### src/rtl/alu_pkg.sv
// Shared opcodes, operand width and the queued command record for the ALU issue stage.
// Latency: none, declarations only.
// Backpressure: not applicable.
package alu_pkg;

    localparam int ALU_W = 32;

    localparam logic [2:0] OP_AND  = 3'b000;
    localparam logic [2:0] OP_OR   = 3'b001;
    localparam logic [2:0] OP_NAND = 3'b010;
    localparam logic [2:0] OP_NOR  = 3'b011;
    localparam logic [2:0] OP_ADD  = 3'b100;
    localparam logic [2:0] OP_SUB  = 3'b101;
    localparam logic [2:0] OP_MUL  = 3'b110;
    localparam logic [2:0] OP_DIV  = 3'b111;

    typedef struct packed {
        logic [ALU_W-1:0] a;
        logic [ALU_W-1:0] b;
        logic [2:0]       f;
    } alu_cmd_t;

endpackage

### src/rtl/alu_cmd_fifo.sv
// Generic command FIFO: storage, wrap-around pointers and occupancy count.
// Latency: a push is visible on head after the writing edge.
// Backpressure: a full FIFO refuses push even when a pop happens in the same cycle.
module alu_cmd_fifo
    import alu_pkg::*;
#(
    parameter int  DEPTH = 4,
    parameter type T     = alu_cmd_t
) (
    input  logic clk,
    input  logic rst_n,
    input  logic push,
    input  T     push_dat,
    input  logic pop,
    output logic full,
    output logic empty,
    output T     head
);

    localparam int AW = $clog2(DEPTH);

    T               mem [DEPTH];
    logic [AW-1:0]  wr_ptr;
    logic [AW-1:0]  rd_ptr;
    logic [AW:0]    count;
    logic           push_ok;
    logic           pop_ok;

    assign full    = (count == (AW+1)'(DEPTH));
    assign empty   = (count == '0);
    assign push_ok = push & ~full;
    assign pop_ok  = pop & ~empty;
    assign head    = empty ? T'('0) : mem[rd_ptr];

    // DEPTH is a power of two, so pointer overflow is the modulo wrap.
    always_ff @(posedge clk or negedge rst_n) begin
        if (!rst_n) begin
            wr_ptr <= '0;
            rd_ptr <= '0;
            count  <= '0;
        end else begin
            if (push_ok) wr_ptr <= wr_ptr + 1'b1;
            if (pop_ok)  rd_ptr <= rd_ptr + 1'b1;
            case ({push_ok, pop_ok})
                2'b10:   count <= count + 1'b1;
                2'b01:   count <= count - 1'b1;
                default: count <= count;
            endcase
        end
    end

    always_ff @(posedge clk) begin
        if (push_ok) mem[wr_ptr] <= push_dat;
    end

endmodule

### src/rtl/alu_issue_stage.sv
// Command queue plus result register around the combinational ALU; optional ALU_DIV_ZERO_GUARD_EN.
// Latency: command pushed at edge N into an idle stage is valid after edge N+1; 1 result/cycle.
// Backpressure: in_ready depends only on queue occupancy; result holds while out_ready is low.
module alu_issue_stage
    import alu_pkg::*;
#(
    parameter int DEPTH = 4,
    parameter int W     = ALU_W
) (
    input  logic         clk,
    input  logic         rst_n,
    input  logic         in_valid,
    output logic         in_ready,
    input  logic [W-1:0] in_a,
    input  logic [W-1:0] in_b,
    input  logic [2:0]   in_f,
    output logic [W-1:0] alu_a,
    output logic [W-1:0] alu_b,
    output logic [2:0]   alu_f,
    input  logic [W-1:0] alu_y,
    output logic         out_valid,
    input  logic         out_ready,
    output logic [W-1:0] out_y,
    output logic [2:0]   out_f,
    output logic         out_err
);

    alu_cmd_t     push_cmd;
    alu_cmd_t     head;
    logic         full;
    logic         empty;
    logic         cap;
    logic [W-1:0] y_next;

    assign push_cmd = '{a: in_a, b: in_b, f: in_f};

    alu_cmd_fifo #(
        .DEPTH (DEPTH),
        .T     (alu_cmd_t)
    ) u_fifo (
        .clk      (clk),
        .rst_n    (rst_n),
        .push     (in_valid),
        .push_dat (push_cmd),
        .pop      (cap),
        .full     (full),
        .empty    (empty),
        .head     (head)
    );

    assign in_ready = ~full;
    assign alu_a    = head.a;
    assign alu_b    = head.b;
    assign alu_f    = head.f;
    assign cap      = ~empty & (~out_valid | out_ready);

`ifdef ALU_DIV_ZERO_GUARD_EN
    logic div0;

    assign div0   = (head.f == OP_DIV) && (head.b == '0);
    assign y_next = div0 ? '1 : alu_y;

    always_ff @(posedge clk or negedge rst_n) begin
        if (!rst_n) begin
            out_err <= 1'b0;
        end else if (cap) begin
            out_err <= div0;
        end
    end
`else
    assign y_next  = alu_y;
    assign out_err = 1'b0;
`endif

    always_ff @(posedge clk or negedge rst_n) begin
        if (!rst_n) begin
            out_valid <= 1'b0;
            out_y     <= '0;
            out_f     <= '0;
        end else if (cap) begin
            out_valid <= 1'b1;
            out_y     <= y_next;
            out_f     <= head.f;
        end else if (out_ready) begin
            out_valid <= 1'b0;
        end
    end

endmodule

### config.mk
export PLATFORM = sky130hd
export DESIGN_NAME = alu_issue_stage
export DESIGN_NICKNAME = d
export VERILOG_FILES = /design/src/rtl/alu_pkg.sv /design/src/rtl/alu_cmd_fifo.sv /design/src/rtl/alu_issue_stage.sv
export SDC_FILE = /design/constraint.sdc
export NUM_CORES = 1
export LEC_CHECK = 0
export CAP_MARGIN = 25
export CORE_MARGIN = 2
export CORE_UTILIZATION = 50
export CTS_CLUSTER_DIAMETER = 100
export DETAILED_ROUTE_END_ITERATION = 12
export GPL_ROUTABILITY_DRIVEN = 0
export GPL_TIMING_DRIVEN = 0
export PLACE_DENSITY_LB_ADDON = 0.25
export RECOVER_POWER = 25
export SYNTH_ARGS = -nofsm -noshare
export SYNTH_HDL_FRONTEND = slang
export SYNTH_SLANG_ARGS = --single-unit
### constraint.sdc
create_clock -name clk -period 6 [get_ports clk]
set_input_delay 0.9 -clock clk [delete_from_list [all_inputs] [get_ports clk]]
set_output_delay 0.9 -clock clk [all_outputs]
set_load 0.02 [all_outputs]
==> impl_metrics.env <==
export IMPL_status="complete, no violations"
export IMPL_drtIter0Drc=296
export IMPL_crit_buf_inv=3
export IMPL_min_period_over_period_pct=64.52
export IMPL_power_density_mw_per_mm2=530.3
export IMPL_ys_async_sr_fraction_pct=13.83
export IMPL_start_util_pct=50.80
export IMPL_cpLargestDelayFamily="buffers and inverters"
export IMPL_grt_start_max_net_pins=48
export IMPL_endpoint="alu_a[0]"
export IMPL_post_cts_setup_buffer_count=0
export IMPL_final_setup_viol_count=0
export IMPL_synth_cell_types=25
export IMPL_syn_nets=650
export IMPL_pin_count=208
export IMPL_slew_viol_final=0
export IMPL_dp_hpwl_um=14900
export IMPL_wl_per_cell_um=20.48
export IMPL_syn_to_final_growth_pct=29.70
export IMPL_synthesis_area_mm2=0.01189
export IMPL_ff2ff_path_depth=10
export IMPL_crit_path_end_kind="primary output"
export IMPL_vias=5884
export IMPL_r2r_start="u_fifo.count[0]$_DFFE_PN0P_"
export IMPL_die_w_um=158.2
export IMPL_cts_htree_levels=1
export IMPL_reg2reg_slack_ns=3.65
export IMPL_grt_pass1_vias=6398
export IMPL_crit_type="flip-flop to primary output"
export IMPL_grt_ovfl_total=0
export IMPL_insertion_delay_ns=0.56
export IMPL_cp_depth=5
export IMPL_syn_avg_cell_area_um2=21.98
export IMPL_crit_fanout=10
export IMPL_cts_buffers=31
export IMPL_worstReg2RegEnd="u_fifo.count[2]$_DFFE_PN0P_"
export IMPL_ys_ff_latch=311
export IMPL_grt_antenna_before_repair=4
export IMPL_max_cap_viol_count=0
export IMPL_clock_skew_ns=0.01763
export IMPL_die_area_mm2=0.02503
export IMPL_drc=0
export IMPL_required_ns=5.10
export IMPL_grt_first_pass_wirelength_um=35280
export IMPL_layoutNonFillerInstCount=1129
export IMPL_cts_num_sinks=311
export IMPL_drive_gt1_share_pct=21.56
export IMPL_crit_chain="nor3_4 > clkbuf_1 > buf_2 > nor2b_1 > clkdlybuf4s50_1"
export IMPL_grt_usage_pct=18.71
export IMPL_ys_seq_area_share_pct=76.74
export IMPL_dr_pass1_iters=4
export IMPL_max_slew_margin_rel_pct=37.73
export IMPL_place_area_mm2=0.01448
export IMPL_rsz0062_at_grt="no"
export IMPL_tightestPinTransition_ns=0.9340
export IMPL_p_leak_nw=5.266
export IMPL_p_total_mw=8.178
export IMPL_synth_edf_count=268
export IMPL_core_mm2=0.02340
export IMPL_clockRootBuffer="clkbuf_16"
export IMPL_crit_path_max_incr_delay_ns=0.56
export IMPL_dp_cells=1070
export IMPL_crit_slowest_cell="clkdlybuf4s50_1"
export IMPL_clk_pin_slew_ns=0.06
export IMPL_cp_arrival_ns=2.97
export IMPL_worstHoldPathType="input port to async pin"
export IMPL_crit_path_start="u_fifo.count[0]$_DFFE_PN0P_"
export IMPL_ys_warn_count=0
export IMPL_viasPerCell=5.212
export IMPL_fmax_mhz=258.3
export IMPL_routed_wl_um=23120
export IMPL_nets=893
export IMPL_hold_viol=0
export IMPL_design_area_mm2=0.01542
export IMPL_fin_setup_tns_ns=0
export IMPL_ys_flop_type="edfxtp_1"
export IMPL_port_buffer_count=206
export IMPL_post_cts_hold_buffer_count=0
export IMPL_synth_cells=541
export IMPL_rows=56
export IMPL_vdd_drop_max_v=0.0003524
export IMPL_worstSetupStartpointType="flip-flop"
export IMPL_die_h_um=158.2
export IMPL_detail_route_antenna_nets=0
export IMPL_post_cts_resized=0
export IMPL_clk_path_buf_depth=3
export IMPL_cts_tree="built"
export IMPL_fin_crit_ns=3.871
## layer usage
| layer | wire (um) | vias to the layer above | track usage, % |
|---|---|---|---|
| met5 | 0 | - | 0 |
| met4 | 343 | 0 | 4.076 |
| met3 | 1656 | 29 | 4.106 |
| met2 | 11550 | 195 | 32.75 |
| met1 | 9574 | 3011 | 24.29 |
| li1 | - | 2649 | - |
## cell families after synthesis
| logic type | Yosys count | synth area share, % |
|---|---|---|
| other | 1 | 0.03154 |
| buffers and inverters | 34 | 1.600 |
| and+or+nand+nor | 79 | 4.273 |
| DFF | 311 | 76.74 |
| muxes | 104 | 16.22 |
| adders and majority gates | 6 | 0.6946 |
| xor gates and xnor gates | 6 | 0.4421 |
## stage by stage
step	hold slack (ns)	util, %	worst slack, ns
5_1_grt	0.5230	65.87	1.936
4_1_cts	0.5001	65.86	2.011
6_report	0.4944	65.89	2.129
3_3_place_gp	0.4875	61.32	1.284
3_5_place_dp	0.4946	61.85	2.620
2_1_floorplan	0.5081	-	3.055
## layout by cell type, fill, tap and decap left out, drive strengths merged
cell | synthesis | routed
fa | 1 | 1
nor2b | 68 | 68
and2 | 1 | 1
nor3 | 1 | 1
buf | 18 | 23
xor2 | 3 | 3
diode | 0 | 3
edfxtp | 268 | 268
ha | 5 | 5
mux4 | 67 | 67
dfrtp | 43 | 43
clkinv | 0 | 8
nand3b | 1 | 1
nand2b | 1 | 1
dlygate4sd3 | 0 | 49
clkbuf | 10 | 57
clkdlybuf4s50 | 0 | 156
nand2 | 1 | 1
xnor2 | 3 | 3
mux2i | 1 | 1
or3b | 1 | 1
and3 | 4 | 4
mux2 | 36 | 36
conb | 1 | 1
nor2 | 1 | 1
inv | 6 | 7
## where the power goes
group | switching [mW] | total [mW] | internal (mW)
Clock | 0.748 | 1.76 | 1.01
Sequential | 0.143 | 3.03 | 2.88
Combinational | 1.70 | 3.39 | 1.69
## worst reg2reg max path, cell delays in order, from the launching register on
cell     delay, ns
dfrtp_1       0.45
nor3_4        0.47
nor2b_1       0.13
buf_6         0.18
buf_6         0.15
ha_1          0.23
inv_1         0.08
fa_1          0.18
xor2_1        0.16
nor2_1        0.07
xor2_1        0.14
## synthesized netlist by cell type, types with 3 or more instances
library cell | count | share of area (%)
and3_1 | 4 | 0.21
buf_2 | 11 | 0.46
buf_6 | 6 | 0.57
clkbuf_1 | 10 | 0.32
dfrtp_1 | 43 | 9.1
edfxtp_1 | 268 | 68
ha_1 | 5 | 0.53
inv_1 | 6 | 0.19
mux2_2 | 35 | 3.3
mux4_2 | 67 | 13
nor2b_1 | 68 | 3.6
xnor2_1 | 3 | 0.22
xor2_1 | 3 | 0.22
## flip-flops by register name, indices dropped and copies added, names as in the netlist
register and flops:
out_valid 1, out_y 32, u_fifo.mem 268, u_fifo.rd_ptr 2, out_f 3, u_fifo.count 3
u_fifo.wr_ptr 2
## worst min-delay path by stage
stage	startpoint	cells after the start	slack, ns	end
final	rst_n	1	0.49	out_y[28]$_DFFE_PN0P_
after global routing	out_y[23]$_DFFE_PN0P_	1	0.52	out_y[23]$_DFFE_PN0P_
after CTS	rst_n	1	0.50	out_y[28]$_DFFE_PN0P_
after detailed placement	out_y[19]$_DFFE_PN0P_	1	0.49	out_y[19]$_DFFE_PN0P_
after global placement	out_y[23]$_DFFE_PN0P_	1	0.49	out_y[23]$_DFFE_PN0P_
after floorplan	u_fifo.count[2]$_DFFE_PN0P_	1	0.51	u_fifo.count[2]$_DFFE_PN0P_
## layout make-up
| cell class | count | area (um2) |
|---|---|---|
| Tap cell | 319 | 399.1 |
| Inverter | 6 | 22.52 |
| Clock buffer | 47 | 883.3 |
| Antenna cell | 3 | 7.507 |
| Sequential cell | 311 | 9124 |
| Clock inverter | 9 | 53.80 |
| Fill cell | 1622 | 7983 |
| Timing Repair Buffer | 210 | 2167 |
| Multi-Input combinational cell | 196 | 2595 |
| Buffer | 28 | 167.7 |
(Power assumes the default switching activity.)
